<file path="src/rtl/decoder_nx2n_scan_pkg.sv">
// Shared definitions for the decoder/demux family: mode encodings and a
// one-hot helper sized for the widest supported select (5 bits, 32 lines).
package decoder_pkg;

  localparam logic MODE_DIRECT = 1'b0;
  localparam logic MODE_SCAN   = 1'b1;

  localparam int MAX_N     = 5;
  localparam int MAX_OUT_W = 1 << MAX_N;

  // Callers truncate the result to their own 2**N output width.
  function automatic logic [MAX_OUT_W-1:0] onehot(input logic [MAX_N-1:0] idx);
    logic [MAX_OUT_W-1:0] v;
    v      = '0;
    v[idx] = 1'b1;
    return v;
  endfunction

endpackage

</file>
<file path="src/rtl/decoder_nx2n_scan_dwell_tick.sv">
// Dwell timer: emits a one-cycle tick on every DWELL-th cycle while run is
// high. clr zeroes the count and suppresses the tick; run low holds the count.
module dwell_tick #(
  parameter int DWELL = 4
) (
  input  logic clk,
  input  logic rst,
  input  logic run,
  input  logic clr,
  output logic tick
);

  localparam int CW = (DWELL > 1) ? $clog2(DWELL) : 1;
  localparam logic [CW-1:0] CNT_LAST = CW'(DWELL - 1);

  logic [CW-1:0] cnt_q;
  logic [CW-1:0] cnt_d;

  // The tick is taken from the registered count so the consumer can act on
  // the same edge that rolls the counter back to zero.
  assign tick = run && !clr && (cnt_q == CNT_LAST);

  // Next count: clear wins, then advance/roll over, otherwise hold.
  always_comb begin
    cnt_d = cnt_q;
    if (clr) begin
      cnt_d = '0;
    end else if (run) begin
      cnt_d = tick ? '0 : cnt_q + CW'(1);
    end
  end

  // Count register with synchronous reset.
  always_ff @(posedge clk) begin
    if (rst) begin
      cnt_q <= '0;
    end else begin
      cnt_q <= cnt_d;
    end
  end

endmodule

</file>
<file path="src/rtl/decoder_nx2n_scan.sv">
// Registered N-to-2^N decoder with enable and an auto-scan mode that walks a
// single active line through all outputs, DWELL cycles per line.
module decoder_nx2n_scan
  import decoder_pkg::*;
#(
  parameter int N          = 2,
  parameter int DWELL      = 4,
  parameter bit ACTIVE_LOW = 1'b0
) (
  input  logic                clk,
  input  logic                rst,
  input  logic                en,
  input  logic                mode,
  input  logic [N-1:0]        a,
  output logic [(1<<N)-1:0]   q,
  output logic [N-1:0]        idx,
  output logic                wrap
);

  localparam int OUT_W = 1 << N;
  localparam logic [OUT_W-1:0] Q_POL    = ACTIVE_LOW ? '1 : '0;
  localparam logic [N-1:0]     IDX_LAST = '1;

  if (N < 1 || N > MAX_N) begin : g_bad_n
    $error("decoder_nx2n_scan: N must be in 1..5");
  end
  if (DWELL < 1) begin : g_bad_dwell
    $error("decoder_nx2n_scan: DWELL must be >= 1");
  end

  logic             scan_en;
  logic             direct_en;
  logic             tick;
  logic [N-1:0]     idx_q, idx_d;
  logic [OUT_W-1:0] q_q, q_d;
  logic             wrap_q, wrap_d;

  assign scan_en   = en && (mode == MODE_SCAN);
  assign direct_en = en && (mode == MODE_DIRECT);

  // Direct mode clears the dwell count, so a later switch to scan always
  // starts with a full dwell on the last decoded index.
  dwell_tick #(
    .DWELL(DWELL)
  ) u_dwell (
    .clk (clk),
    .rst (rst),
    .run (scan_en),
    .clr (direct_en),
    .tick(tick)
  );

  // Mode mux: direct load of a, scan advance on tick, hold while disabled.
  always_comb begin
    idx_d  = idx_q;
    wrap_d = 1'b0;
    if (direct_en) begin
      idx_d = a;
    end else if (scan_en && tick) begin
      idx_d  = idx_q + N'(1);
      wrap_d = (idx_q == IDX_LAST);
    end
    q_d = '0;
    if (en) begin
      q_d = OUT_W'(onehot(MAX_N'(idx_d)));
    end
    q_d = q_d ^ Q_POL;
  end

  // Output registers; reset forces all lines inactive and restarts at idx 0.
  always_ff @(posedge clk) begin
    if (rst) begin
      idx_q  <= '0;
      q_q    <= Q_POL;
      wrap_q <= 1'b0;
    end else begin
      idx_q  <= idx_d;
      q_q    <= q_d;
      wrap_q <= wrap_d;
    end
  end

  assign q    = q_q;
  assign idx  = idx_q;
  assign wrap = wrap_q;

endmodule

</file>
<file path="config.mk">
export PLATFORM = sky130hd
export DESIGN_NAME = decoder_nx2n_scan
export DESIGN_NICKNAME = d
export VERILOG_FILES = /design/src/rtl/decoder_nx2n_scan_pkg.sv /design/src/rtl/decoder_nx2n_scan_dwell_tick.sv /design/src/rtl/decoder_nx2n_scan.sv
export SDC_FILE = /design/constraint.sdc
export NUM_CORES = 1
export LEC_CHECK = 0
export ABC_CLOCK_PERIOD_IN_PS = 1840
export CAP_MARGIN = 20
export CORE_AREA = 4 4 41 43
export DETAILED_ROUTE_END_ITERATION = 6
export DIE_AREA = 0 0 45 47
export GPL_ROUTABILITY_DRIVEN = 0
export GPL_TIMING_DRIVEN = 1
export MAX_ROUTING_LAYER = met4
export PLACE_DENSITY = 0.55
export SLEW_MARGIN = 30
export SYNTH_ARGS = -nofsm -noshare
export SYNTH_HDL_FRONTEND = slang
export SYNTH_SLANG_ARGS = --single-unit
</file>
<file path="constraint.sdc">
create_clock -name clk -period 1.84 [get_ports clk]
set_clock_uncertainty 0.15 [all_clocks]
set_input_delay 0.368 -clock clk [delete_from_list [all_inputs] [get_ports clk]]
set_output_delay 0.368 -clock clk [all_outputs]
set_load 0.01 [all_outputs]
</file>
==> results of run 1 <==
[placed cells by master (no fill, tap or decap)]
| cell type | Yosys | routed |
|---|---|---|
| inv_2 | 1 | 1 |
| dfxtp_1 | 9 | 9 |
| nor2b_1 | 1 | 1 |
| and3b_1 | 1 | 1 |
| nor3_1 | 1 | 1 |
| or2b_1 | 1 | 1 |
| nand2_1 | 2 | 2 |
| a31oi_1 | 1 | 1 |
| buf_4 | 1 | 4 |
| inv_1 | 1 | 1 |
| nor2_1 | 4 | 4 |
| nand3_1 | 2 | 2 |
| a21oi_1 | 2 | 2 |
| a21oi_4 | 1 | 1 |
| ha_1 | 2 | 2 |
| clkbuf_4 | 0 | 3 |
| nor4b_1 | 1 | 1 |
| clkdlybuf4s50_1 | 0 | 12 |
| o22ai_1 | 1 | 1 |
| o22ai_2 | 1 | 1 |
| clkbuf_1 | 0 | 1 |
| nor3b_2 | 2 | 2 |
| a2bb2oi_2 | 1 | 1 |
[kinds of logic after synthesis]
family          count (synthesis)  share of synthesized area, %
compound gates                  7                         17.44
fa+ha+maj                       2                         6.578
buf+inv                         3                         3.946
flops                           9                         47.37
simple gates                   15                         24.67
[where the power goes]
part	switching [mW]	internal, mW
clock	0.0673	0.0835
sequential	0.00537	0.203
combinational	0.0288	0.0401
total	0.101	0.326
[flip-flops by register name (all words and copies together) (netlist names)]
signal,cells
u_dwell.cnt_q,2
idx,2
q,4
wrap,1
[stage by stage]
stage               utilization (%)  setup WS [ns]  std cells  power, mW  area, µm²
floorplan                         -         0.4990         36     0.2461      380.4
global placement              41.63      -0.008341         66     0.2811      541.8
detailed placement            41.63      -0.002284         66     0.2818      541.8
finish                        43.65        0.09823         70     0.4278      568.0
global route                  43.65        0.06331         70     0.4434      568.0
CTS                           43.65        0.09055         70     0.4316      568.0
[layer usage]
layer	vias up	share of wire, %	GRT usage [%]
met4	0	1.8	7.018
met3	2	6.4	2.299
met5	-	0	-
met2	9	41	10.73
li1	164	-	-
met1	135	51	11.03
[layout make-up]
| class | instances | area [µm²] | share of cell area [%] |
|---|---|---|---|
| clock buffer | 4 | 26.28 | 4.626 |
| sequential | 9 | 180.2 | 31.72 |
| multi-input combinational | 24 | 185.2 | 32.60 |
| tap | 15 | 18.77 | 3.304 |
| inverter | 2 | 7.507 | 1.322 |
| timing repair buffer | 16 | 150.1 | 26.43 |
[worst min path at each step]
stage	endpoint	slack, ns	cells after the start
6_report	u_dwell.cnt_q[1]$_SDFFE_PP0P_	0.31	2
2_1_floorplan	u_dwell.cnt_q[1]$_SDFFE_PP0P_	0.28	2
5_1_grt	u_dwell.cnt_q[1]$_SDFFE_PP0P_	0.33	2
3_5_place_dp	u_dwell.cnt_q[1]$_SDFFE_PP0P_	0.30	2
4_1_cts	u_dwell.cnt_q[1]$_SDFFE_PP0P_	0.31	2
3_3_place_gp	u_dwell.cnt_q[1]$_SDFFE_PP0P_	0.29	2
==> impl_results.rst, run 1 <==
.. list-table::
   :header-rows: 1

   * - Metric
     - Value
   * - Status
     - finished, final reports clean
   * - Root buffer selected by CTS
     - clkbuf_4
   * - Beginning of the worst hold path
     - u_dwell.cnt_q[1]$_SDFFE_PP0P_
   * - Number of antenna repair diodes
     - 0
   * - Worst R2R Path Depth
     - 5
   * - Fraction of final layout cells with drive strength greater than 1
     - 23.64%
   * - Endpoint of the worst-slack reg-to-reg timing path
     - q[3]$_SDFF_PP0_
   * - Setup bufs post-CTS
     - 0
   * - Fraction of post-synthesis cell area in the top cell type by area
     - 47.37%
   * - Unrepaired setup endpoints after global routing
     - no
   * - Area of the core region
     - 1301 µm²
   * - Detail-routed via count per cell
     - 4.429
   * - List of most frequent post-synthesis cells
     - dfxtp_1, nor2_1
   * - Final Critical Period
     - 1.742 ns
   * - Max incr delay on CP
     - 0.57 ns
   * - Largest net degree at the start of global routing
     - 8
   * - Buffer depth of the longest clock path
     - 2
   * - Ordered list of cells on the worst path
     - clkdlybuf4s50_1
   * - Total negative slack
     - 0 ns
   * - Global-route wire length before repair
     - 1.214 mm
   * - Power Density
     - 753.2 nW/µm²
   * - Post-synthesis instance total
     - 36
   * - Fraction of the cycle the final worst path needs
     - 94.66%
   * - CTS sink count
     - 9
   * - Effective utilization at floorplan
     - 29.23%
   * - Leak
     - 0.2228 nW
   * - Clock tree from TritonCTS
     - done
   * - Highest clock rate
     - 574.1 MHz
   * - Peak supply drop
     - 0.3794 mV
   * - Crit Path Max Fanout
     - 4
   * - Vias after detailed routing
     - 310
   * - Reg-to-Reg Start
     - u_dwell.cnt_q[0]$_SDFFE_PP0P_
   * - Count of cell instances traversed by the critical path
     - 1
   * - Critical Path End Type
     - output port
   * - Worst min path class
     - reg -> reg
   * - Final Max Slew Viols
     - 0
   * - Most common flop cell mapped by yosys
     - dfxtp_1
   * - Critical Path Source Type
     - flip-flop
   * - Synthesized area divided by synthesized cell count
     - 10.57 µm²
   * - Detailed Route WL
     - 735 µm
   * - CTS clk-pin slew, worst paths
     - 0.06 ns
   * - Number of rows in the core area
     - 13
   * - Layout area overhead
     - 49.34%
   * - Post-DR wirelength/cell
     - 10.50 µm
   * - Launch point of the worst path
     - idx[0]$_SDFF_PP0_
   * - Final hold violation count
     - 0
   * - Clock latency on the worst-skew pair
     - 0.25 ns
   * - Slowest stage cell, crit path
     - clkdlybuf4s50_1
   * - Number of synthesized flops with an enable pin
     - 0
   * - Total nets after synthesis
     - 44
   * - Buffer and inverter count on the worst path
     - 1
   * - Total track usage
     - 8.518%
   * - Grt total ovfl
     - 0
   * - Cell class contributing the biggest share of worst-path delay
     - buffers and inverters
   * - Number of top-level design ports
     - 13
   * - Worst rel slew slack
     - 81.03%
   * - Internal reg-to-reg setup slack
     - 0.36 ns
   * - Async set-or-reset flop fraction in the synthesized netlist
     - 0%
   * - Die H
     - 47 µm
   * - TritonCTS buffer count
     - 3
   * - Die area
     - 2115 µm²
   * - CTS H-tree depth
     - 1
   * - Post_cts resized
     - 0
   * - Post-detailed-route count of antenna-violating nets
     - 0
   * - Required time at the endpoint of the critical path
     - 1.32 ns
   * - Crit path arrival time
     - 1.22 ns
   * - Seq/Total Area, Yosys
     - 47.37%
   * - Detailed-router iteration count before antenna repair
     - 4
   * - Slew at the pin closest to its max-slew limit
     - 0.2837 ns
   * - Number of DRC violations after detailed-routing iteration 0
     - 2
   * - Number of setup violations in the final report
     - 0
   * - Horiz. Die Dim
     - 45 µm
   * - Critical path capture point
     - idx[0]
   * - Post-layout net count
     - 64
   * - Total half-perimeter wirelength after legalization and detailed placement
     - 573.9 µm
   * - DRC
     - 0
   * - Max-Cap Viols
     - 0
   * - Dominant cell type by area after synthesis
     - dfxtp_1
   * - Cell with the most instances after synthesis
     - dfxtp_1
   * - Summed instance area of the synthesized netlist
     - 380.4 µm²
   * - Layout fillers
     - 132
   * - I/O Buffers
     - 12
   * - Number of different library cells in the post-synthesis netlist
     - 20
   * - Hold_ws
     - 0.3110 ns
   * - Total of flip-flops plus latches after synthesis
     - 9
   * - Antenna violations before repair
     - 0
   * - Vias in the first global route
     - 297
   * - Number of warnings issued by yosys
     - 0
   * - Quantity of hold-fixing buffers added after cts
     - 0
   * - Kind of critical path
     - reg -> out
   * - Leading cell types by total area after synthesis
     - dfxtp_1, ha_1, nor3b_2
(Power assumes the default switching activity.)
==> run 2, diff against run 1 <==
--- a/config.mk
+++ b/config.mk
@@ -10,11 +10,9 @@
 export CORE_AREA = 4 4 41 43
 export DETAILED_ROUTE_END_ITERATION = 6
 export DIE_AREA = 0 0 45 47
-export GPL_ROUTABILITY_DRIVEN = 0
 export GPL_TIMING_DRIVEN = 1
 export MAX_ROUTING_LAYER = met4
 export PLACE_DENSITY = 0.55
-export SLEW_MARGIN = 30
 export SYNTH_ARGS = -nofsm -noshare
 export SYNTH_HDL_FRONTEND = slang
 export SYNTH_SLANG_ARGS = --single-unit
==> results of run 2 <==
The final DEF is identical to that of run 1; final timing and power are the same.
